--- config.mk ---
export PLATFORM = sky130hd
export DESIGN_NAME = imm_gen_pipe
export DESIGN_NICKNAME = d
export VERILOG_FILES = /design/src/rtl/imm_gen_pipe.sv
export SDC_FILE = /design/constraint.sdc
export NUM_CORES = 1
export LEC_CHECK = 0
export ABC_CLOCK_PERIOD_IN_PS = 3500
export BUFFER_PORTS_ARGS = -buffer_cell sky130_fd_sc_hd__buf_2
export CAP_MARGIN = 10
export CELL_PAD_IN_SITES_DETAIL_PLACEMENT = 1
export CELL_PAD_IN_SITES_GLOBAL_PLACEMENT = 2
export CORE_ASPECT_RATIO = 1.1
export CORE_MARGIN = 1
export CORE_UTILIZATION = 25
export CTS_CLUSTER_SIZE = 8
export DETAILED_ROUTE_END_ITERATION = 12
export HOLD_SLACK_MARGIN = 0.05
export PLACE_DENSITY_LB_ADDON = 0.25
export REMOVE_ABC_BUFFERS = 1
export SYNTH_ARGS = -nofsm -noshare
export SYNTH_HDL_FRONTEND = slang
export SYNTH_SLANG_ARGS = --single-unit
--- constraint.sdc ---
create_clock -name clk -period 3.5 [get_ports clk]
set_input_delay 0 -clock clk [delete_from_list [all_inputs] [get_ports clk]]
set_output_delay 0 -clock clk [all_outputs]
set_load 0.01 [all_outputs]
--- src/rtl/imm_gen_pipe.sv ---
// imm_gen_pipe: RV immediate generator with format decode and a 2-entry skid buffer
module imm_gen_pipe #(
  parameter int XLEN  = 32,
  parameter int TAG_W = 8
) (
  input  logic             clk,
  input  logic             rst_n,
  input  logic             flush,
  input  logic             in_valid,
  output logic             in_ready,
  input  logic [31:0]      in_inst,
  input  logic [TAG_W-1:0] in_tag,
  output logic             out_valid,
  input  logic             out_ready,
  output logic [XLEN-1:0]  out_imm,
  output logic [2:0]       out_fmt,
  output logic             out_illegal,
  output logic [TAG_W-1:0] out_tag
);
  typedef struct packed {
    logic [XLEN-1:0]  imm;
    logic [2:0]       fmt;
    logic             ill;
    logic [TAG_W-1:0] tag;
  } ent_t;
  typedef enum logic [1:0] {EMPTY, ONE, FULL} state_t;
  localparam logic [2:0] FMT_I = 3'd0, FMT_S = 3'd1, FMT_B = 3'd2, FMT_U = 3'd3,
                         FMT_J = 3'd4, FMT_R = 3'd5, FMT_X = 3'd6;
  state_t state_q, state_d;
  ent_t head_q, head_d, tail_q, tail_d, dec;
  logic push, pop;
  logic [6:0] opc;
  logic [2:0] f3;
  logic [5:0] shamt;
  logic [XLEN-1:0] imm_i, imm_s, imm_b, imm_u, imm_j, imm_sh;
  assign in_ready    = state_q != FULL;
  assign out_valid   = state_q != EMPTY;
  assign push        = in_valid && in_ready;
  assign pop         = out_valid && out_ready;
  assign out_imm     = head_q.imm;
  assign out_fmt     = head_q.fmt;
  assign out_illegal = head_q.ill;
  assign out_tag     = head_q.tag;
  assign opc         = in_inst[6:0];
  assign f3          = in_inst[14:12];
  // shift amount is 5 bits on RV32 and 6 bits on RV64; funct7 never leaks in
  assign shamt       = {(XLEN == 64) ? in_inst[25] : 1'b0, in_inst[24:20]};
  // candidate immediates for every format, all sign-extended from inst[31]
  always_comb begin
    imm_i  = XLEN'($signed(in_inst[31:20]));
    imm_s  = XLEN'($signed({in_inst[31:25], in_inst[11:7]}));
    imm_b  = XLEN'($signed({in_inst[31], in_inst[7], in_inst[30:25], in_inst[11:8], 1'b0}));
    imm_u  = XLEN'($signed({in_inst[31:12], 12'b0}));
    imm_j  = XLEN'($signed({in_inst[31], in_inst[19:12], in_inst[20], in_inst[30:21], 1'b0}));
    imm_sh = XLEN'(shamt);
  end
  // classify the incoming word and pick its immediate before it is buffered
  always_comb begin
    dec     = '0;
    dec.tag = in_tag;
    case (opc)
      7'b0010011: begin
        dec.fmt = FMT_I;
        dec.imm = (f3 == 3'b001 || f3 == 3'b101) ? imm_sh : imm_i;
      end
      7'b0000011, 7'b1100111, 7'b1110011, 7'b0001111: begin
        dec.fmt = FMT_I;
        dec.imm = imm_i;
      end
      7'b0100011: begin
        dec.fmt = FMT_S;
        dec.imm = imm_s;
      end
      7'b1100011: begin
        dec.fmt = FMT_B;
        dec.imm = imm_b;
      end
      7'b0110111, 7'b0010111: begin
        dec.fmt = FMT_U;
        dec.imm = imm_u;
      end
      7'b1101111: begin
        dec.fmt = FMT_J;
        dec.imm = imm_j;
      end
      7'b0110011: dec.fmt = FMT_R;
      default: begin
        dec.fmt = FMT_X;
        dec.ill = 1'b1;
      end
    endcase
  end
  // occupancy and FIFO movement; head is always the entry on out_*
  always_comb begin
    state_d = state_q;
    head_d  = head_q;
    tail_d  = tail_q;
    if (flush) begin
      state_d = EMPTY;
    end else begin
      case (state_q)
        EMPTY: if (push) begin
          head_d  = dec;
          state_d = ONE;
        end
        ONE: if (push && pop) begin
          head_d = dec;
        end else if (push) begin
          tail_d  = dec;
          state_d = FULL;
        end else if (pop) begin
          state_d = EMPTY;
        end
        FULL: if (pop) begin
          head_d  = tail_q;
          state_d = ONE;
        end
        default: state_d = EMPTY;
      endcase
    end
  end
  // state and entry registers, cleared asynchronously
  always_ff @(posedge clk or negedge rst_n) begin
    if (!rst_n) begin
      state_q <= EMPTY;
      head_q  <= '0;
      tail_q  <= '0;
    end else begin
      state_q <= state_d;
      head_q  <= head_d;
      tail_q  <= tail_d;
    end
  end
endmodule

# Word level (Yosys, flattened, before mapping)
# Cells that the tools add are included.
dict set report totals {
  inputBits 45
  register_bits 90
}
dict set report op_classes {
  n_mux 15
  n_reduce_logical 14
  eq_ne 23
  n_bitwise 2
}
# cell count
set op_table {}
lappend op_table {{$pmux 32 s6} 1}
lappend op_table {{$mux 44} 3}
lappend op_table {{$pmux 44 s3} 1}
lappend op_table {{$mux 32} 1}
lappend op_table {{$eq 7x7->1 const B} 4}
lappend op_table {{$eq 7x6->1 const B} 3}
lappend op_table {{$pmux 3 s6} 1}
lappend op_table {{$eq 7x5->1 const B} 2}
lappend op_table {{$mux 2} 6}
lappend op_table {{$reduce_or 11->1} 1}
lappend op_table {{$ne 3x3->1 const B} 3}
lappend op_table {{$ne 2x2->1 const B} 4}
lappend op_table {{$reduce_and 4->1} 2}
lappend op_table {{$eq 7x2->1 const B} 1}
lappend op_table {{$eq 7x4->1 const B} 1}
lappend op_table {{$pmux 2 s3} 1}
lappend op_table {{$reduce_and 5->1} 1}
lappend op_table {{$reduce_or 5->1} 1}
lappend op_table {{$ne 4x4->1 const B} 1}
lappend op_table {{$reduce_or 4->1} 1}
lappend op_table {{$eq 3x1->1 const B} 1}
lappend op_table {{$eq 3x3->1 const B} 1}
lappend op_table {{$logic_and 1x1->1} 3}
lappend op_table {{$reduce_bool 3->1} 1}
lappend op_table {{other kinds (8)} 9}

# Depth between registers and ports, before layout
dict set report depth {
  ltp_word 7
  mapped_depth 7
}

# Worst setup path after synthesis
# No wires, ideal clock.
dict set report synth_timing {
  path_kind {register to register}
  startpoint {register state_q[1]}
  endpoint {register tail_q[32] (netlist bit)}
  setup_ns 0.126
  required_time_ns 3.374
  arrival_time_ns 1.580
  path_buffers 2
  slack_ns 1.794
  synth_period_minus_slack_ns 1.706
  stages_incl_launch_ff 6
  path_cell_list {dfrtp_1 nand2b_1 or3_1 buf_2 clkbuf_1 a221o_1}
}
dict set report synth_via {
  elab_chain_len 5
  word_cells_on_any_way 8
}
# element line
set synth_rtl {}
lappend synth_rtl {{from (decl)} 29} ;# state_t state_q, state_d;
lappend synth_rtl {{from (signal assigned)} 129} ;# state_q <= state_d;
lappend synth_rtl {{$ne 2x2->1 or $reduce_bool 2->1 (tied branches)} {36, 37}}
lappend synth_rtl {{$logic_and 1x1->1 (on tied branches)} {38, 39}}
lappend synth_rtl {{$logic_and 1x1->1} 106} ;# ONE: if (push && pop) begin
lappend synth_rtl {{$not 1->1 (no line)} n/a}
lappend synth_rtl {{$reduce_and 4->1 (no line) *} n/a}
lappend synth_rtl {{to (signal assigned)} 131} ;# tail_q <= tail_d;
lappend synth_rtl {{to (decl)} 30} ;# ent_t head_q, head_d, tail_q, tail_d, dec;
# Mark *: on every way between the ends. The rest lies on a longest branch, timed or not.
# A chain may end at the register's enable or synchronous reset.

# Final worst setup path
dict set report layout_timing {
  startpoint {register state_q[1]}
  endpoint {register head_q (netlist bit out_imm[18])}
}
dict set report layout_via {
  elab_chain_len 5
  word_cells_on_any_way 14
}
# element line
set layout_rtl {}
lappend layout_rtl {{$ne 2x2->1 or $reduce_bool 2->1 (tied branches)} {36, 37}}
lappend layout_rtl {{$logic_and 1x1->1 (on tied branches)} {38, 39}}
lappend layout_rtl {{$logic_and 1x1->1} 106}
lappend layout_rtl {{$ne 2x2->1 (no line)} n/a}
lappend layout_rtl {{$reduce_and 5->1 (no line)} n/a}
lappend layout_rtl {{to (signal assigned)} 126} ;# head_q <= '0;
lappend layout_rtl {{to (signal assigned)} 130} ;# head_q <= head_d;
lappend layout_rtl {{to (decl)} 30}
# Parallel ways exist; a longest one is shown, timed or not.

==> summary.md <==
| Metric | Value |
|---|---|
| Run status | `completed` |
| Area after DPL | `roughly 4800 sq um` |
| Unrepaired setup endpoints after global routing | `no` |
| Net Sw Frac | `~27%` |
| Peak VDD IR | `about 0.00022 V` |
| Vias per std cell | `~5.0` |
| Worst R2R Path Depth | `5` |
| Most frequent cells in the layout | `dfrtp_1, buf_2, nand2_1` |
| CTS tree | `done` |
| Hold buffer count at cts | `37` |
| Post-Route WL | `13400 um` |
| Netlist cell types | `43` |
| DIE HEIGHT | `approximately 140 um` |
| R2R setup slack | `between 1 and 1.5 ns` |
| Antenna Nets Post-Route | `0` |
| Register area share after synthesis | `between 50% and 60%` |
| Vias in the first global route | `a little over 4000` |
| Filler cells | `1838` |
| Psw | `approximately 760 uW` |
| FMAX | `about 0.41 GHz` |
| Setup bufs post-CTS | `0` |
| P&R area growth vs syn | `31.7%` |
| CP startpoint kind | `flop` |
| Die Wd | `between 100 and 150 um` |
| Multi-input gate area | `1720 sq um` |
| Starting Density | `approximately a quarter` |
| Crit-path max FO | `26` |
| Hold Path Cell Cnt | `5` |
| Placed insts | `708` |
| Final slew viol count | `0` |
| Share of Yosys cell area claimed by the top area cell type | `a little over half` |
| IO Port Bufs | `90` |
| Register bit count reported by yosys | `90` |
| Hold Slack | `between 0.06 and 0.07 ns` |
| Post-CTS Resized | `0` |
| R2R Path End | `out_imm[18]` |
| Power Dens Cells | `between 500 and 600 nW/um^2` |
| HP Class | `in -> reg` |
| Clk Tree Root Cell | `clkbuf_16` |
| Deepest clock path buffer count | `2` |
| Worst Tran Pin Value | `around 1.1 ns` |
| Placer Congestion | `~0.75` |
| Setup ws final | `between 1 and 1.5 ns` |
| DR iter-0 viols | `between 150 and 200` |
| Worst slack at placement | `1.00 ns` |
| Gr usage total | `16.7%` |
| Seq pwr share | `between 40 and 50%` |
| Via count | `3801` |
| Largest area contributor in the netlist | `dfrtp_1` |
| Initial antenna violation count | `0` |
| Grt ovf | `0` |
| Min Tclk post-route | `about 2.4 ns` |
| CTS Buf Count | `9` |
| DRC violations left | `0` |
| Power share of the combinational group | `~17%` |
| Final setup violation count | `0` |
| First-pass GRT wire length | `around 22000 um` |
| Setup CP Type | `reg -> reg` |
| Hold Crit Endpoint | `state_q[0]` |
| Int Pwr | `2040 uW` |
| Top cells by area, synth | `dfrtp_1, nand2_1, a21oi_1, a221o_1, o22ai_1` |
| CTS sink count | `90` |
| Cell leakage power | `between 0.002 and 0.0025 uW` |
| WP data required | `about 3.7 ns` |
| Pin count of the biggest net entering global routing | `63` |
| Crit path DAT | `approximately 2.6 ns` |
| Nets | `~600` |
| WL/cell | `~18 um` |
| Post-Syn Area | `about 4100 sq um` |
| # diodes | `0` |
| Share of layout cells above drive strength 1 | `a little over a fifth` |
| DRT Pass-1 Iters | `4` |
| Clock slew at reported path FFs | `around 0.070 ns` |
| Hold_sp | `in_valid` |
| IO Pins | `91` |
| Worst clock skew | `around 0.006 ns` |
| R2R Path Start | `state_q[1]` |
| Avg Inst Size Synth | `~9.4 sq um` |
| Worst rel slew slack | `29.0%` |
| Worst-Skew Late Latency | `0.35 ns` |
| Row Count | `48` |
| Tcrit/Tclk final | `69.2%` |
| Die ar. | `around 17000 sq um` |
| Max Cap Viol | `0` |
| Post-route insts no fill | `about 760` |
| Sum Neg Setup Slack | `0 ns` |
| Hold Vio Cnt, Final | `0` |
| Post-DP HPWL | `roughly 8900 um` |
| Element type at the critical path end | `flop` |
| CORE AREA | `15900 sq um` |
| Clk pwr share | `between 30 and 40%` |
| Final Cell Area | `roughly 5400 sq um` |
| Synth warn | `0` |
| Cells after Synth | `roughly 440` |
| Reg area | `around 2300 sq um` |
| # H-tree levels | `3` |
| Commonest non-fill, non-tap cell in the layout | `dfrtp_1` |
==> power by group through the flow <==
| stage | Sequential (uW) | Clock (uW) | Combinational, uW |
|---|---|---|---|
| floorplan | 1320 | 0 | 201 |
| global placement | 1300 | 0 | 439 |
| detailed placement | 1300 | 0 | 458 |
| CTS | 1290 | 1060 | 490 |
| global route | 1300 | 1100 | 542 |
| finish | 1280 | 1030 | 480 |
==> metrics by stage <==
step	util, %	total power (uW)
after floorplan	-	1520
after global placement	30.0	1740
after detailed placement	30.0	1760
after CTS	34.2	2840
after global routing	34.2	2950
final	34.2	2800
==> worst max path at each step <==
| stage | slack, ns | cells after the start | startpoint | end |
|---|---|---|---|---|
| 3_5_place_dp | 1.00 | 5 | state_q[1] | out_imm[11] |
| 6_report | 1.08 | 5 | state_q[1] | out_imm[18] |
| 5_1_grt | 0.86 | 5 | state_q[1] | out_imm[18] |
| 4_1_cts | 0.97 | 5 | state_q[1] | out_imm[11] |
| 3_3_place_gp | 1.17 | 5 | state_q[1] | out_imm[21] |
| 2_1_floorplan | 1.02 | 5 | state_q[1] | tail_q[32] |
==> Yosys cell counts, drive strengths merged <==
cell,count
a211o,1
o21ai,27
or2,2
nand4b,1
nor2,31
dfrtp,90
or3,2
nand4bb,1
nor3b,1
o21a,1
and4b,1
and3b,1
and2,2
o31ai,1
a31oi,26
nor4,2
clkbuf,15
a221o,17
nand2,88
nand2b,3
a211oi,1
a21oi,39
nor3,8
o22ai,27
and3,8
buf,15
o211ai,3
nor4b,1
a32oi,1
xnor2,1
nor2b,3
a22oi,5
inv,6
nand3,7
xor2,1
==> logic make-up (layout without fill, tap and decap cells) <==
logic type      count (synthesis)  count (layout)  share of synthesized area, %
flops                          90              90                          54.5
compound gates                149             149                          22.8
simple gates                  162             162                          18.2
xor+xnor                        2               2                         0.424
buf+inv                        36             156                          4.11
==> critical path, cell delays in order (launching register included) <==
cell and delay (ns):
dfrtp_1 0.42, nor2b_2 0.16, buf_4 0.31, nand3_1 0.80
o22ai_1 0.49, a31oi_1 0.08
==> final cells by class <==
cell class / count / share of cell area, %
Clock buffer: 11 / 4.46
Clock inverter: 3 / 1.19
Inverter: 6 / 0.414
Multi-Input combinational cell: 313 / 31.6
Sequential cell: 90 / 41.4
Tap cell: 200 / 4.59
Timing Repair Buffer: 136 / 16.4
==> flip-flops by register name, indices dropped and copies added, names as in the netlist <==
name         cells
out_illegal      1
out_fmt          3
tail_q          44
state_q          2
out_tag          8
out_imm         32
==> routing by layer <==
metal  GRT usage (%)  routed length (um)  up-vias
met5               0                   0        -
met4            6.49                 151        0
met3            2.62                 430       10
met2            28.8                6690       79
met1            21.1                6130     1889
li1                -                   -     1823
Power figures use the tool's default switching activity.
